===== src/rtl/mem_port_arbiter.sv =====
// mem_port_arbiter: shares one single-port memory between the fetch (I) and data (D) requesters
// Ports: clk, reset_n (async, active-low)
//   I side: i_req, i_addr -> i_ack, i_rdata, i_err
//   D side: d_req, d_we, d_addr, d_wdata -> d_ack, d_rdata, d_err
//   memory: mem_req, mem_we, mem_addr, mem_wdata <- mem_ready, mem_rdata
// Define MEM_ARB_ROUND_ROBIN_EN to alternate grants under contention (default: D beats I).
`timescale 1ns/1ps
module mem_port_arbiter #(
  parameter int ADDR_W    = 32,
  parameter int DATA_W    = 32,
  parameter int TIMEOUT   = 255,
  parameter int TIMEOUT_W = 8
) (
  input  logic              clk,
  input  logic              reset_n,
  input  logic              i_req,
  input  logic [ADDR_W-1:0] i_addr,
  output logic              i_ack,
  output logic [DATA_W-1:0] i_rdata,
  output logic              i_err,
  input  logic              d_req,
  input  logic              d_we,
  input  logic [ADDR_W-1:0] d_addr,
  input  logic [DATA_W-1:0] d_wdata,
  output logic              d_ack,
  output logic [DATA_W-1:0] d_rdata,
  output logic              d_err,
  output logic              mem_req,
  output logic              mem_we,
  output logic [ADDR_W-1:0] mem_addr,
  output logic [DATA_W-1:0] mem_wdata,
  input  logic              mem_ready,
  input  logic [DATA_W-1:0] mem_rdata
);
  typedef enum logic [1:0] {IDLE, BUSY_I, BUSY_D} state_t;
  localparam logic [TIMEOUT_W-1:0] TMO = TIMEOUT_W'(TIMEOUT);
  state_t state_q, state_d;
  logic [TIMEOUT_W-1:0] wdog_q, wdog_d;
  logic [ADDR_W-1:0] addr_q, addr_d;
  logic [DATA_W-1:0] wdata_q, wdata_d, i_rdata_q, i_rdata_d, d_rdata_q, d_rdata_d;
  logic we_q, we_d, i_ack_q, i_ack_d, i_err_q, i_err_d, d_ack_q, d_ack_d, d_err_q, d_err_d;
  logic i_ok, d_ok, grant_i, grant_d, expire;
  // a requester's req during its own ack cycle still belongs to the finished transaction
  assign i_ok = i_req & ~i_ack_q;
  assign d_ok = d_req & ~d_ack_q;
`ifdef MEM_ARB_ROUND_ROBIN_EN
  logic last_d_q;
  assign grant_d = d_ok & (~i_ok | ~last_d_q);
  always_ff @(posedge clk or negedge reset_n)
    if (!reset_n) last_d_q <= 1'b1;
    else if (state_q == IDLE && (i_ok | d_ok)) last_d_q <= grant_d;
`else
  assign grant_d = d_ok;
`endif
  assign grant_i = i_ok & ~grant_d;
  // normal completion wins over a simultaneous watchdog expiry
  assign expire = (TIMEOUT != 0) && wdog_q == TMO && !mem_ready;
  assign mem_req   = state_q != IDLE;
  assign mem_we    = we_q;
  assign mem_addr  = addr_q;
  assign mem_wdata = wdata_q;
  assign i_ack     = i_ack_q;
  assign i_rdata   = i_rdata_q;
  assign i_err     = i_err_q;
  assign d_ack     = d_ack_q;
  assign d_rdata   = d_rdata_q;
  assign d_err     = d_err_q;
  always_comb begin
    state_d   = state_q;
    wdog_d    = wdog_q + TIMEOUT_W'(1);
    addr_d    = addr_q;
    we_d      = we_q;
    wdata_d   = wdata_q;
    i_ack_d   = 1'b0;
    i_err_d   = 1'b0;
    i_rdata_d = i_rdata_q;
    d_ack_d   = 1'b0;
    d_err_d   = 1'b0;
    d_rdata_d = d_rdata_q;
    if (state_q == IDLE) begin
      wdog_d = '0;
      if (grant_d) begin
        state_d = BUSY_D;
        addr_d  = d_addr;
        we_d    = d_we;
        wdata_d = d_wdata;
      end else if (grant_i) begin
        state_d = BUSY_I;
        addr_d  = i_addr;
        we_d    = 1'b0;
        wdata_d = '0;
      end
    end else if (mem_ready || expire) begin
      state_d = IDLE;
      if (state_q == BUSY_I) begin
        i_ack_d   = 1'b1;
        i_err_d   = expire;
        i_rdata_d = mem_ready ? mem_rdata : '0;
      end else begin
        d_ack_d   = 1'b1;
        d_err_d   = expire;
        d_rdata_d = (mem_ready && !we_q) ? mem_rdata : '0;
      end
    end
  end
  always_ff @(posedge clk or negedge reset_n)
    if (!reset_n) begin
      state_q   <= IDLE;
      wdog_q    <= '0;
      addr_q    <= '0;
      we_q      <= 1'b0;
      wdata_q   <= '0;
      i_ack_q   <= 1'b0;
      i_err_q   <= 1'b0;
      i_rdata_q <= '0;
      d_ack_q   <= 1'b0;
      d_err_q   <= 1'b0;
      d_rdata_q <= '0;
    end else begin
      state_q   <= state_d;
      wdog_q    <= wdog_d;
      addr_q    <= addr_d;
      we_q      <= we_d;
      wdata_q   <= wdata_d;
      i_ack_q   <= i_ack_d;
      i_err_q   <= i_err_d;
      i_rdata_q <= i_rdata_d;
      d_ack_q   <= d_ack_d;
      d_err_q   <= d_err_d;
      d_rdata_q <= d_rdata_d;
    end
endmodule


===== config.mk =====
export PLATFORM = sky130hd
export DESIGN_NAME = mem_port_arbiter
export DESIGN_NICKNAME = d
export VERILOG_FILES = /design/src/rtl/mem_port_arbiter.sv
export SDC_FILE = /design/constraint.sdc
export NUM_CORES = 1
export LEC_CHECK = 0
export CAP_MARGIN = 20
export CORE_ASPECT_RATIO = 1.25
export CORE_MARGIN = 2
export CORE_UTILIZATION = 43
export CTS_CLUSTER_DIAMETER = 40
export DETAILED_ROUTE_END_ITERATION = 8
export PLACE_DENSITY = 0.91
export SLEW_MARGIN = 5
export SYNTH_ARGS = -nofsm -noshare
export SYNTH_HDL_FRONTEND = slang
export SYNTH_SLANG_ARGS = --single-unit

===== constraint.sdc =====
create_clock -name clk -period 1.8 [get_ports clk]
set_input_delay 0.54 -clock clk [delete_from_list [all_inputs] [get_ports clk]]
set_output_delay 0.54 -clock clk [all_outputs]
set_load 0.03 [all_outputs]

======== Yosys cells after proc, flatten, opt, wreduce, memory -nomap -nowiden ========
Cells that the tools add are included.
cells by class
  add/subtract/negate cells ............... 1
  equality and inequality tests ........... 3
  muxes and demuxes ....................... 25
  bitwise logic cells ..................... 8
  reduce and logical (&&, ||, !) cells .... 13
operators with widths
  operator             number
  $mux 32              6
  $mux 1               14
  $add 8x1->8 const B  1
  $eq 8x8->1 const B   1
  $mux 2               4
  $mux 8               1
  $reduce_and 3->1     2
  $reduce_bool 2->1    3
  $not 1->1            5
  $reduce_and 2->1     2
  $and 1x1->1          3
  $ne 3x3->1 const B   1
  $eq 2x1->1 const B   1
  $logic_and 1x1->1    2
  $logic_not 1->1      2
  $logic_not 2->1      1
  $logic_or 1x1->1     1
storage, ports and cells
  bits in registers ....................... 143
  output and inout bits ................... 134
  word-level logic and storage cells ...... 61

======== Depth between registers and ports, before layout ========
Gate-level depths: netlist of the first run.
  depth in word-level cells ............... 7
  gate-level depth with buffers ........... 6
  depth with buffers taken out ............ 4

======== Least setup slack after synthesis of the first run ========
Ideal clock, no wire load.
  path kind ............................... register -> register
  from .................................... register d_ack_q, in the netlist d_ack
  to ...................................... register addr_q[10], in the netlist mem_addr[10]
  arrival time ............................ 1.594 ns
  required time ........................... 1.675 ns
  path slack .............................. 0.081 ns
  stages on the path, launching flop included .. 6
  path buffers ............................ 2
  clock period less this slack ............ 1.719 ns
  path through ............................ dfrtp_1 nand2b_1 buf_2 buf_2 mux2_2 mux2_2
between the ends
  cells in the longest elaborated chain, start to end .. 6
  elaborated cells between the ends (all ways) .. 7
  classes of those cells .................. 1 x mux; 4 x bitwise; 2 x reduce/logical
ends and longest elaborated chain
  element                      RTL line  source
  start: declaration           41        logic we_q, we_d, i_ack_q, i_ack_d, i_err_q, i_err_d, d_ack_q, d_ack_d, d_err_q, d_err_d;
  start signal: assignment     128       d_ack_q <= d_ack_d;
  $not 1->1 (*)                45        assign d_ok = d_req & ~d_ack_q;
  $and 1x1->1 (*)              45
  $not 1->1                    55        assign grant_i = i_ok & ~grant_d;
  $and 1x1->1                  55
  $reduce_bool 2->1 (no line)  -
  $reduce_and 2->1 (no line)   -
  end signal: assignment       122       addr_q <= addr_d;
  end: declaration             39        logic [ADDR_W-1:0] addr_q, addr_d;
Every way passes the cells marked *; elsewhere a longest branch is shown, timed or not.
A chain may end at the register's enable or synchronous reset.

======== Worst setup path after layout of the first run ========
  from .................................... register i_rdata_q[21], in the netlist i_rdata[21]
  to ...................................... output port i_rdata[21]
RTL lines
  element                   RTL line  source
  start: declaration        40        logic [DATA_W-1:0] wdata_q, wdata_d, i_rdata_q, i_rdata_d, d_rdata_q, d_rdata_d;
  start signal: assignment  127       i_rdata_q <= i_rdata_d;
  end: declaration          19        output logic [DATA_W-1:0] i_rdata,
No word-level cell between the ends.

==> results.txt, run 1 <==
- The initial antenna violation count was 0.
- Final ANT Viol Nets: 0
* Pre-antenna DRT Iters: 6
- Register-to-Register Path Depth: 5
- The final layout contains 922 nets.
* Die extent in x: 113.1 um
* Switching power as a share of total power: 41.68%
- Counting every instance in the synthesized netlist gives 518.
* Clock transition at the registers of the reported paths: 0.06 ns
- Post-DR wirelength/cell: 18.80 um
* Worst Max-Slew Pin Slew: 0.3808 ns
* Overall die height: 140.4 um
* Setup slack of the worst register-to-register path: 0.12 ns
- Number of DRC violations after detailed routing: 13
- Data arrives at the worst endpoint at 1.22 ns.
* Endpoints failing hold: 0
* First-pass GRT wire length: 29780 um
* Fmax: 0.5688 GHz
- Yosys synthesis warning count: 0
* Top cells by area in the synthesized netlist: sky130_fd_sc_hd__dfrtp_1 (56%), sky130_fd_sc_hd__mux2_2 (11%), sky130_fd_sc_hd__a22o_1 (4.5%)
* End of the worst register-to-register path: d_rdata[4]$_DFFE_PN0P_
- The congestion estimate from routability-driven global placement came to 0.8114.
- Sequential element share of the synthesized area: 55.90%
- Setup repair after global routing could not meet its margin everywhere.
- Routed wire length: 18390 um
- The area growth from synthesis to layout is 54.30%.
- Post-route fraction of the period consumed by the critical path: 97.68%
- Critical path capture point type: primary output
- Peak VDD IR: 1174 uV
- Combinational logic burns 50.1% of the power.
- Along the worst hold path, the cell count comes to 1.
* CP Data Required Time: 1.26 ns
- TritonCTS created 17 clock buffers.
* Power density over cell area: 1948 nW/um^2
- Multi-input gate area in the final layout: 2574 um^2
- The synthesized design contains 143 register bits.
* Outcome: complete, but fails checks
- Int Pwr: 0.01122 W
* Antenna Diode Count: 0
* Violated checks: DRC
- The clock net in this run drives a total of 143 sinks.
* First-iteration detailed-routing DRC count: 278
- The tightest min-delay check is of the flip-flop to flip-flop type.
- Post-Synthesis Cell Area: 6401 um^2
* Worst skew pair latency: 0.42 ns
- Synth top area share: 55.90%
- The floorplan step defined a core boundary enclosing 14470 um^2.
* Endpoint of the worst hold-timing path: mem_wdata[11]$_DFFE_PN0P_
- For this run, the total global-route usage over all layers was measured as 23.81%.
* Largest net degree at the start of global routing: 47
* Row Count: 49
* Post-Syn Nets: 653
- Per report_power, the sequential group accounts for 30.2% of the total.
- Storage cell area: 3580 um^2
- Final core utilization: 68.26%
* Worst Skew: 0.009729 ns
* Min-delay src: mem_wdata[11]$_DFFE_PN0P_
- Setup violations remaining at the end of the flow were counted as 0.
* Maximum clock insertion buffer count: 2
* Root Buffer: sky130_fd_sc_hd__clkbuf_16
- Global-route congestion overflow total: 0
- Count of pins over their slew limit: 0
- The initial utilization of the core area, before any placement, comes to 44.24%.
* Number of buffers and inverters on the critical path: 1
- The worst register-to-register path begins at wdog_q[0]$_DFF_PN0_.
- Worst path cell trace: dlygate4sd2_1
- The critical path is of the flip-flop to primary output type.
- Number of global-route vias before repair: 5668
* Maximum capacitance violations: 0
* Ratio of routed vias to standard cells: 5.393
* Clock tree from TritonCTS: done
* Average cell area after synthesis: 12.36 um^2
* Hold Worst Slack: 0.4954 ns
- The count of buffers added on input and output ports is 267.
- Largest incremental delay on the critical path: 0.42 ns
* CP max FO: 3
- STA classifies the critical path startpoint as a flip-flop.
- Die footprint: 15880 um^2
- Once detailed placement completed, the half-perimeter wirelength came to 12970 um.
- Measured against its own limit, the worst slew margin works out to 74.61%.
- The clock tree synthesis step divided the H-tree into 4 levels.
- In this design, the largest share of critical-path delay is due to buffers and inverters.
* Total via count after detailed routing: 5274
* Fraction of final layout cells with drive strength greater than 1: 17.25%
- In this run the power spent charging and discharging nets is 0.008018 W.
- The smallest clock period supported by the final layout is computed as 1.758 ns.
- Per report_power, the clock group accounts for 19.7% of the total.
* Dominant cell type by area after synthesis: sky130_fd_sc_hd__dfrtp_1
- For this design the static power due to leakage is 4.301 nW.
- I/O pins: 268
- Number of library cell types mapped by synthesis: 37
- The filler cells instantiated in the layout total 1109.
* Slowest library cell on the worst path: sky130_fd_sc_hd__dlygate4sd2_1
==> logic make-up (layout without fill, tap and decap cells) <==
family          after synthesis  in the layout  synth area share (%)
simple gates                122            122                 11.30
mux                          64             64                 11.26
flops                       143            143                 55.90
buf+inv                      46            328                 4.066
fa+ha+maj                     1              1                0.1954
compound gates              139            139                 16.87
xor+xnor                      3              3                0.4106
==> final cells by class <==
type                       count  area share [%]
sequential                   143           36.24
timing repair buffer         294           28.91
multi-input combinational    329           26.06
clock buffer                  20           4.624
tap                          178           2.255
clock inverter                12           1.837
inverter                       2         0.07601
==> cells in the mapped netlist, drive strengths merged <==
| cell | n |
|---|---|
| ha | 1 |
| inv | 2 |
| and2 | 1 |
| dfrtp | 143 |
| nand2b | 2 |
| a32o | 1 |
| and3b | 2 |
| nor2 | 7 |
| nor4 | 1 |
| a22oi | 32 |
| nand2 | 33 |
| or3 | 3 |
| a21o | 1 |
| clkbuf | 16 |
| and2b | 21 |
| nand4 | 2 |
| nand3 | 3 |
| a22o | 33 |
| xor2 | 1 |
| a221o | 32 |
| xnor2 | 2 |
| o21ai | 36 |
| mux2 | 64 |
| o21ba | 1 |
| nor4b | 1 |
| buf | 28 |
| nor2b | 46 |
| a21oi | 3 |
==> registers in the layout, summed over array words and instances, names as in the netlist <==
| register | flops |
|---|---|
| i_ack | 1 |
| d_ack | 1 |
| mem_we | 1 |
| wdog_q | 8 |
| mem_addr | 32 |
| i_rdata | 32 |
| d_err | 1 |
| i_err | 1 |
| d_rdata | 32 |
| mem_wdata | 32 |
| state_q | 2 |
==> power by group through the flow <==
stage          Clock [W]  Combinational (W)  Sequential, W
6_report         0.00379            0.00964        0.00581
5_1_grt          0.00403             0.0102        0.00601
4_1_cts          0.00387            0.00970        0.00580
3_5_place_dp           0             0.0107        0.00587
3_3_place_gp           0             0.0104        0.00580
2_1_floorplan          0            0.00335        0.00861
==> repair_timing <==
item	4_1_cts	5_1_grt
buffers inserted	2	0
endpoints found under the setup margin	134	24
endpoints found under the hold margin	19	0
hold buffers	1	0
resized for setup	135	26
gates cloned	0	0
pin swaps	1	0
==> layer usage <==
| layer | share of wire, % | track usage, % | vias to the layer above | routed length, um |
|---|---|---|---|---|
| li1 | - | - | 2426 | - |
| met1 | 38 | 26.56 | 2582 | 6935 |
| met2 | 53 | 42.01 | 228 | 9653 |
| met3 | 6.9 | 6.837 | 38 | 1277 |
| met4 | 2.8 | 10.46 | 0 | 519 |
| met5 | 0 | 0 | - | 0 |
==> layout by cell type, fill, tap and decap left out, types with 3 or more instances in the layout <==
cell type	netlist	layout
sky130_fd_sc_hd__and2b_1	21	21
sky130_fd_sc_hd__a221o_2	6	6
sky130_fd_sc_hd__a221o_1	26	26
sky130_fd_sc_hd__clkdlybuf4s50_1	0	132
sky130_fd_sc_hd__a22o_1	33	33
sky130_fd_sc_hd__inv_6	0	3
sky130_fd_sc_hd__a21oi_1	3	3
sky130_fd_sc_hd__o21ai_0	35	35
sky130_fd_sc_hd__clkdlybuf4s15_1	0	22
sky130_fd_sc_hd__bufinv_16	0	4
sky130_fd_sc_hd__clkbuf_16	0	17
sky130_fd_sc_hd__clkinvlp_4	0	4
sky130_fd_sc_hd__dlygate4sd2_1	0	109
sky130_fd_sc_hd__or3_1	3	3
sky130_fd_sc_hd__nand2_1	33	33
sky130_fd_sc_hd__buf_12	0	10
sky130_fd_sc_hd__nor2_1	5	5
sky130_fd_sc_hd__mux2_2	64	64
sky130_fd_sc_hd__a22oi_1	32	32
sky130_fd_sc_hd__dfrtp_1	143	142
sky130_fd_sc_hd__buf_4	0	17
sky130_fd_sc_hd__nor2b_1	46	46
==> how the worst max path moves through the flow <==
stage	from	end	depth (start not counted)
6_report	i_rdata[21]$_DFFE_PN0P_	i_rdata[21]	1
2_1_floorplan	d_ack$_DFF_PN0_	mem_addr[10]$_DFFE_PN0P_	5
3_3_place_gp	d_req	mem_wdata[15]$_DFFE_PN0P_	6
3_5_place_dp	d_req	mem_wdata[0]$_DFFE_PN0P_	6
4_1_cts	d_rdata[26]$_DFFE_PN0P_	d_rdata[26]	1
5_1_grt	state_q[0]$_DFFE_PN0P_	mem_req	3
==> stage by stage <==
step	instance area [um^2]	std cells	worst slack (ns)	TNS (ns)	total power [W]
6_report	9877	978	0.04183	0	0.01924
5_1_grt	9877	978	-0.01524	-0.01524	0.02024
4_1_cts	9858	978	0.00009259	0	0.01937
3_5_place_dp	9359	943	-0.3014	-26.48	0.01652
3_3_place_gp	9359	943	-0.2605	-24.79	0.01622
2_1_floorplan	6401	518	0.08089	0	0.01197
No activity file was read; power rests on OpenSTA's default activity.
==> run 2: changes to the inputs <==
--- a/config.mk
+++ b/config.mk
@@ -7,11 +7,11 @@
 export LEC_CHECK = 0
 export CAP_MARGIN = 20
 export CORE_ASPECT_RATIO = 1.25
-export CORE_MARGIN = 2
-export CORE_UTILIZATION = 43
+export CORE_UTILIZATION = 44
+export CTS_BUF_LIST = sky130_fd_sc_hd__clkbuf_8
 export CTS_CLUSTER_DIAMETER = 40
 export DETAILED_ROUTE_END_ITERATION = 8
-export PLACE_DENSITY = 0.91
+export PLACE_DENSITY = 0.92
 export SLEW_MARGIN = 5
 export SYNTH_ARGS = -nofsm -noshare
 export SYNTH_HDL_FRONTEND = slang
==> run 2 against run 1 <==
Net effect: the run now ends clean; total power shrank 6.4%; register-to-register slack is essentially flat; combinational power grew 0.6%; clock-buffer cell count shrank 3; critical path depth is the same; wire length grew 2.1%; design area shrank 4.6%; core utilization shrank 0.92 points; hold slack lost 0.0016 ns; critical path type unchanged.
==> results.txt, run 2 (synthesized netlist as in run 1, its figures left out) <==
- Maximum clock insertion buffer count: 2 (unchanged)
* Placed instance area: 9328 um^2 (was 9359 um^2)
- The total global routing overflow was 0 (unchanged).
- The deepest level of the CTS H-tree is 4 (unchanged).
* Clock tree from TritonCTS: done (unchanged)
- The number of DRC markers after the initial detailed-route iteration came to 320 (was 278).
- The leakage power total came to 4.095 nW (was 4.301 nW).
- Total Nets Final: 923 (was 922)
- The fill cell total of the finished layout was 1012 (was 1109).
- The boundary pin count is 268 (unchanged).
* Largest net degree at the start of global routing: 56 (was 47)
- Endpoint of the worst hold-timing path: wdog_q[0]$_DFF_PN0_ (was mem_wdata[11]$_DFFE_PN0P_)
- The total routing usage reported by global routing came to 25.91% (was 23.81%).
- Power density over cell area: 1911 nW/um^2 (was 1948 nW/um^2)
* CP max FO: 2 (was 3)
* Routed wire length: 18780 um (was 18390 um)
- The origin of the worst min-delay path is wdog_q[0]$_DFF_PN0_ (was mem_wdata[11]$_DFFE_PN0P_).
* Most common cell after layout, fill and taps aside: sky130_fd_sc_hd__dfrtp_1 (unchanged)
- Post-route fraction of the period consumed by the critical path: 97.20% (was 97.68%)
- Worst path cell trace: clkdlybuf4s15_1 (was dlygate4sd2_1).
- The worst path buffer plus inverter count came to 1 (unchanged).
- RSZ-0062 raised after global routing: yes (unchanged).
- Critical path capture point type: primary output (unchanged)
- The count of buffers inserted at the top-level ports came to 267 (unchanged).
- Number of cells traversed by the worst hold path: 1 (unchanged)
- The biggest cell delay along the critical path was 0.38 ns (was 0.42 ns).
- The ratio of cells with drive above 1 in the final layout came to 27.84% (was 17.25%).
- Endpoints failing hold: 0 (unchanged)
* Setup slack of the worst register-to-register path: 0.12 ns (about the same)
- The number of global-route vias before repair is 5527 (was 5668).
- The via density per instance was 5.553 (was 5.393).
- The worst setup path category was flip-flop to primary output (unchanged).
- Root Buffer: sky130_fd_sc_hd__clkbuf_8 (was sky130_fd_sc_hd__clkbuf_16)
* Outcome: finished clean (was complete, but fails checks)
* Post-DP HPWL: 13220 um (was 12970 um)
- The transition at the pin with the smallest max-transition slack came to 0.3730 ns (was 0.3808 ns).
- The count of maximum capacitance violations is 0 (unchanged).
- Initial core utilization: 45.74% (was 44.24%)
- The worst endpoint data arrival time was 1.21 ns (was 1.22 ns).
- The source-to-sink clock delay at the later pin of the worst-skew pair was 0.45 ns (was 0.42 ns).
* Post-DR wirelength/cell: 19.24 um (was 18.80 um)
* Overall die height: 136.9 um (was 140.4 um)
- Core Region: 13990 um^2 (was 14470 um^2)
- The worst-case vdd ir drop is 1176 uV (was 1174 uV).
- Multi-input gate area in the final layout: 2574 um^2 (unchanged)
* Final instance area: 9424 um^2 (was 9877 um^2)
- Slowest library cell on the worst path: sky130_fd_sc_hd__dfrtp_1 (was sky130_fd_sc_hd__dlygate4sd2_1)
- Register-to-Register Path Depth: 5 (unchanged)
* Max-slew headroom: 75.13% (was 74.61%)
* Clock transition at the registers of the reported paths: 0.09 ns (was 0.06 ns)
- Path category of the worst min-delay check: flip-flop to flip-flop (unchanged)
- Pre-antenna DRT Iters: 5 (was 6)
- Total via count after detailed routing: 5420 (was 5274)
- The data required time of the critical path is 1.26 ns (about the same).
* Number of buffers added by the clock tree synthesis step: 17 (unchanged)
- The launch instance of the worst register-to-register path is wdog_q[0]$_DFF_PN0_ (unchanged).
* Final ANT Viol Nets: 0 (unchanged)
* Worst Skew: 0.01675 ns (was 0.009729 ns)
- The worst-case setup slack after placement came to -0.3224 ns (was -0.3014 ns).
* Type of element launching the critical path: flip-flop (unchanged)
- Number of DRC violations after detailed routing: 0 (was 13)
- The footprint of the flip-flops and latches came to 3581 um^2 (was 3580 um^2).
- The final antenna diode count is 0 (unchanged).
* Gp weighted congestion: 0.8163 (was 0.8114)
- Commonest cells after routing, fill and taps aside: sky130_fd_sc_hd__dfrtp_1 (141), sky130_fd_sc_hd__clkdlybuf4s50_1 (132), sky130_fd_sc_hd__clkbuf_2 (68) (was sky130_fd_sc_hd__dfrtp_1 (142), sky130_fd_sc_hd__clkdlybuf4s50_1 (132), sky130_fd_sc_hd__dlygate4sd2_1 (109))
* Layout-stage area growth over the synthesis result: 47.22% (was 54.30%)
* Top Family by Delay on Critical Path: flip-flops (was buffers and inverters)
- End of the worst register-to-register path: d_rdata[31]$_DFFE_PN0P_ (was d_rdata[4]$_DFFE_PN0P_)
* Setup violation total in the final timing report: 0 (unchanged)
- The final max-slew violation count is 0 (unchanged).
- The die extent in x came to 109.9 um (was 113.1 um).
- The total number of placement rows came to 48 (was 49).
- Antenna violations before repair: 0 (unchanged)
- The wire length of the first global-routing pass came to 29170 um (was 29780 um).
- Number of clock sinks seen by CTS: 143 (unchanged)
- Crit path setup slack, layout: 0.05038 ns (was 0.04183 ns)
* Die footprint: 15040 um^2 (was 15880 um^2)
* Time the worst path needs with I/O delays and setup: 1.750 ns (was 1.758 ns)
- The maximum clock frequency was 0.5716 GHz (was 0.5688 GHz).
[run 2: cell types whose count changed in the layout (fill, tap and decap cells not counted), moves of 2 or more]
cell | before | now
sky130_fd_sc_hd__dlygate4sd2_1 | 109 | 4
sky130_fd_sc_hd__clkbuf_2 | 2 | 68
sky130_fd_sc_hd__clkdlybuf4s15_1 | 22 | 45
sky130_fd_sc_hd__clkbuf_16 | 17 | 0
sky130_fd_sc_hd__clkdlybuf4s15_2 | 0 | 16
sky130_fd_sc_hd__clkbuf_8 | 2 | 17
sky130_fd_sc_hd__clkinv_4 | 0 | 4
sky130_fd_sc_hd__bufinv_16 | 4 | 1
sky130_fd_sc_hd__clkinv_2 | 1 | 4
sky130_fd_sc_hd__buf_4 | 17 | 19
sky130_fd_sc_hd__clkinvlp_4 | 4 | 2
[run 2: final cells by class]
type,count,share of cell area (%)
Sequential cell,143,38.00
Timing Repair Buffer,295,28.35
Multi-Input combinational cell,329,27.31
Clock buffer,17,2.483
Tap cell,175,2.323
Clock inverter,15,1.460
Inverter,2,0.07966
[run 2: worst max path at each step]
stage / slack (ns) / endpoint / start / cells past startpoint
finish: 0.05 / mem_addr[16] / mem_addr[16]$_DFFE_PN0P_ / 1
global route: -0.006 / mem_req / state_q[0]$_DFFE_PN0P_ / 3
CTS: 0.0002 / d_rdata[22] / d_rdata[22]$_DFFE_PN0P_ / 1
detailed placement: -0.32 / mem_addr[10]$_DFFE_PN0P_ / d_req / 5
global placement: -0.25 / mem_addr[5]$_DFFE_PN0P_ / d_req / 5
floorplan: 0.08 / mem_addr[10]$_DFFE_PN0P_ / d_ack$_DFF_PN0_ / 5
[run 2: per-stage QoR]
| step | std cells | hold slack [ns] | total power, W | utilization, % | setup TNS [ns] |
|---|---|---|---|---|---|
| finish | 976 | 0.4938 | 0.01801 | 67.35 | 0 |
| global placement | 938 | 0.4029 | 0.01617 | 66.66 | -16.58 |
| floorplan | 518 | 0.2444 | 0.01197 | - | 0 |
| detailed placement | 938 | 0.4087 | 0.01657 | 66.66 | -21.69 |
| CTS | 974 | 0.4721 | 0.01834 | 69.27 | 0 |
| global route | 976 | 0.5004 | 0.01897 | 67.35 | -0.005809 |
[run 2: what timing repair did]
| item | 4_1_cts | 5_1_grt |
|---|---|---|
| hold buffers | 1 | 0 |
| pin swaps | 1 | 1 |
| resized for setup | 236 | 113 |
| setup buffers | 3 | 2 |
| setup endpoints to repair | 134 | 100 |
| endpoints found under the hold margin | 20 | 0 |
[run 2: layer usage]
metal,routed length (um),up-vias,track usage (%),part of all wire (%)
met3,1280,33,7.286,6.8
li1,-,2430,-,-
met1,7305,2707,30.33,39
met4,399,0,10.44,2.1
met5,0,-,0,0
met2,9794,250,44.34,52
[run 2: power by group]
group / total (W) / internal [W] / switching (W)
clock: 0.00245 / 0.00111 / 0.00134
combinational: 0.00970 / 0.00405 / 0.00566
sequential: 0.00586 / 0.00475 / 0.00110
==> edit, RTL diff (settings of run 1) <==
Take the reset off `i_rdata_q` and load it in a clocked block of its own.
--- a/src/rtl/mem_port_arbiter.sv
+++ b/src/rtl/mem_port_arbiter.sv
@@ -112,7 +112,6 @@
       wdata_q   <= '0;
       i_ack_q   <= 1'b0;
       i_err_q   <= 1'b0;
-      i_rdata_q <= '0;
       d_ack_q   <= 1'b0;
       d_err_q   <= 1'b0;
       d_rdata_q <= '0;
@@ -124,10 +123,13 @@
       wdata_q   <= wdata_d;
       i_ack_q   <= i_ack_d;
       i_err_q   <= i_err_d;
-      i_rdata_q <= i_rdata_d;
       d_ack_q   <= d_ack_d;
       d_err_q   <= d_err_d;
       d_rdata_q <= d_rdata_d;
     end
+
+  always_ff @(posedge clk) begin
+    i_rdata_q <= i_rdata_d;
+  end
 endmodule
 
Function: differs if reset_n is asserted again (counterexample within 4 cycles, from zero or initial values and one cycle with reset_n low); with reset_n held inactive, the same outputs for 4 cycles.
==> edit against run 1 <==
  * The flow finishes with violations (negative setup slack)
  * Register-to-register slack lost 0.12 ns
  * Sequential cell count stayed put
  * Final area down 4.6%
  * Critical path depth is 4 higher
  * Sequential power decreased by 6.0%
  * Area after synthesis decreased by 7.7%
  * Synthesized cell count down 21%
  * Clock skew shrank 0.00098 ns
  * Total power down 13%
  * Combinational power decreased by 19%
  * Wire length is 8.4% lower
  * Count of clock-buffer cells in the layout rose by 1
  * Worst setup slack worse by 0.042 ns
  * Critical path type is now reg -> reg
  * Critical endpoint is now d_rdata[31]$_DFFE_PN0P_
  * Largest power group unchanged
==> edit: results (changes against run 1) <==
GRT
  – Pin count of the biggest net entering global routing: 45 (-4.3%)
  – Global-route wire length before repair: 26000 µm (-13%)
  – Met2 Resource Use GR: 0.422 (+0.00142)

Pwr
  – VDD IR max: 0.00106 V (-9.3%)
  – Leak Pwr: 4.10 nW (-4.7%)
  – Switching Share: 0.399 (-0.0178)
  – Power share of the combinational group: 0.467 (-0.034)

Critical path
  – Arr. time, crit path: 2.10 ns (+0.88 ns)
  – Slowest-stage cell, CP: o31a_4

Logic synthesis
  – Mux contribution to synthesized area: 0.122 (+0.00939)
  – Most frequent cells after synthesis: dfrtp_1 (111), mux2_2 (64), nor2b_1 (34), a22o_1 (33), and2_1 (33)
  – Xor and xnor area share after synthesis: 0.00445 (+0.000342)
  – Adder-Cell Fraction of Synth Area: 0.00212 (+0.000163)

Place
  – Post-DP HPWL: 12200 µm (-5.9%)
  – Setup WS pre-CTS: -0.345 ns (-0.0439 ns)
  – Post-Place Cell Area: 8930 µm² (-4.6%)

Detailed routing
  – WL/cell: 19.3 µm (+2.5%)
  – Met1 WL: 5850 µm (-16%)
  – Router iterations before antenna repair: 4 (-2)
  – Metal2 WL: 9240 µm (-4.3%)
  – Initial DRC count: 151 (-46%)

Timing
  – Final setup fails: 1 (+1)
  – Setup Total Neg Slack: -0.000317 ns (-0.000317 ns)
  – Clk_skew: 0.00875 ns (-0.000980 ns)
  – Min setup slack post-route: -0.000317 ns (-0.0422 ns)

Hold path
  – Hold Path Class: in -> async

Run status
  – Outcome: complete, but fails checks
  – Failing checks: negative setup slack

Final layout
  – Post-route insts no fill: 874 (-11%)
  – Share of layout cells above drive strength 1: 0.193 (+0.0210)
  – NumNets Final: 825 (-11%)
-- edit: layout make-up --
class,instances,area share
flip-flops and latches,143,0.397
well taps,171,0.0227
multi-input cells,234,0.218
repair buffers,291,0.299
clock inverters,11,0.0149
clock buffers,21,0.0478
inverters,3,0.00119
-- edit: kinds of logic after synthesis --
| logic type | after synthesis |
|---|---|
| adder cells (fa/ha/maj) | 1 |
| AND/OR/NAND/NOR | 91 |
| multiplexers | 64 |
| buffers and inverters | 31 |
| AO/OA/AOI/OAI | 75 |
| flip-flops | 143 |
| XOR/XNOR | 3 |
-- edit: worst paths after layout --
| kind | startpoint | end | slack (ns) |
|---|---|---|---|
| min in group clk | mem_wdata[18]$_DFFE_PN0P_ | mem_wdata[18]$_DFFE_PN0P_ | 0.50 |
| max reg2reg | wdog_q[1]$_DFF_PN0_ | d_rdata[31]$_DFFE_PN0P_ | -0.0003 |
| min | reset_n | d_rdata[23]$_DFFE_PN0P_ | 0.04 |
| max in group asynchronous | reset_n | mem_wdata[23]$_DFFE_PN0P_ | 1.20 |
| max | wdog_q[1]$_DFF_PN0_ | d_rdata[31]$_DFFE_PN0P_ | -0.0003 |
| min reg2reg | mem_wdata[18]$_DFFE_PN0P_ | mem_wdata[18]$_DFFE_PN0P_ | 0.50 |
-- edit: critical path: cells and delay by family, from the launching register on --
family                   cells  cell delay (ns)
AO/OA/AOI/OAI                2             0.81
buffers and inverters        1             0.18
AND/OR/NAND/NOR              1             0.10
adder cells (fa/ha/maj)      1             0.18
flip-flops                   1             0.41
-- edit: timing repair --
item	CTS	global route
pin swaps	0	4
setup buffers	0	4
gates resized for setup	134	9
endpoints found under the setup margin	143	9
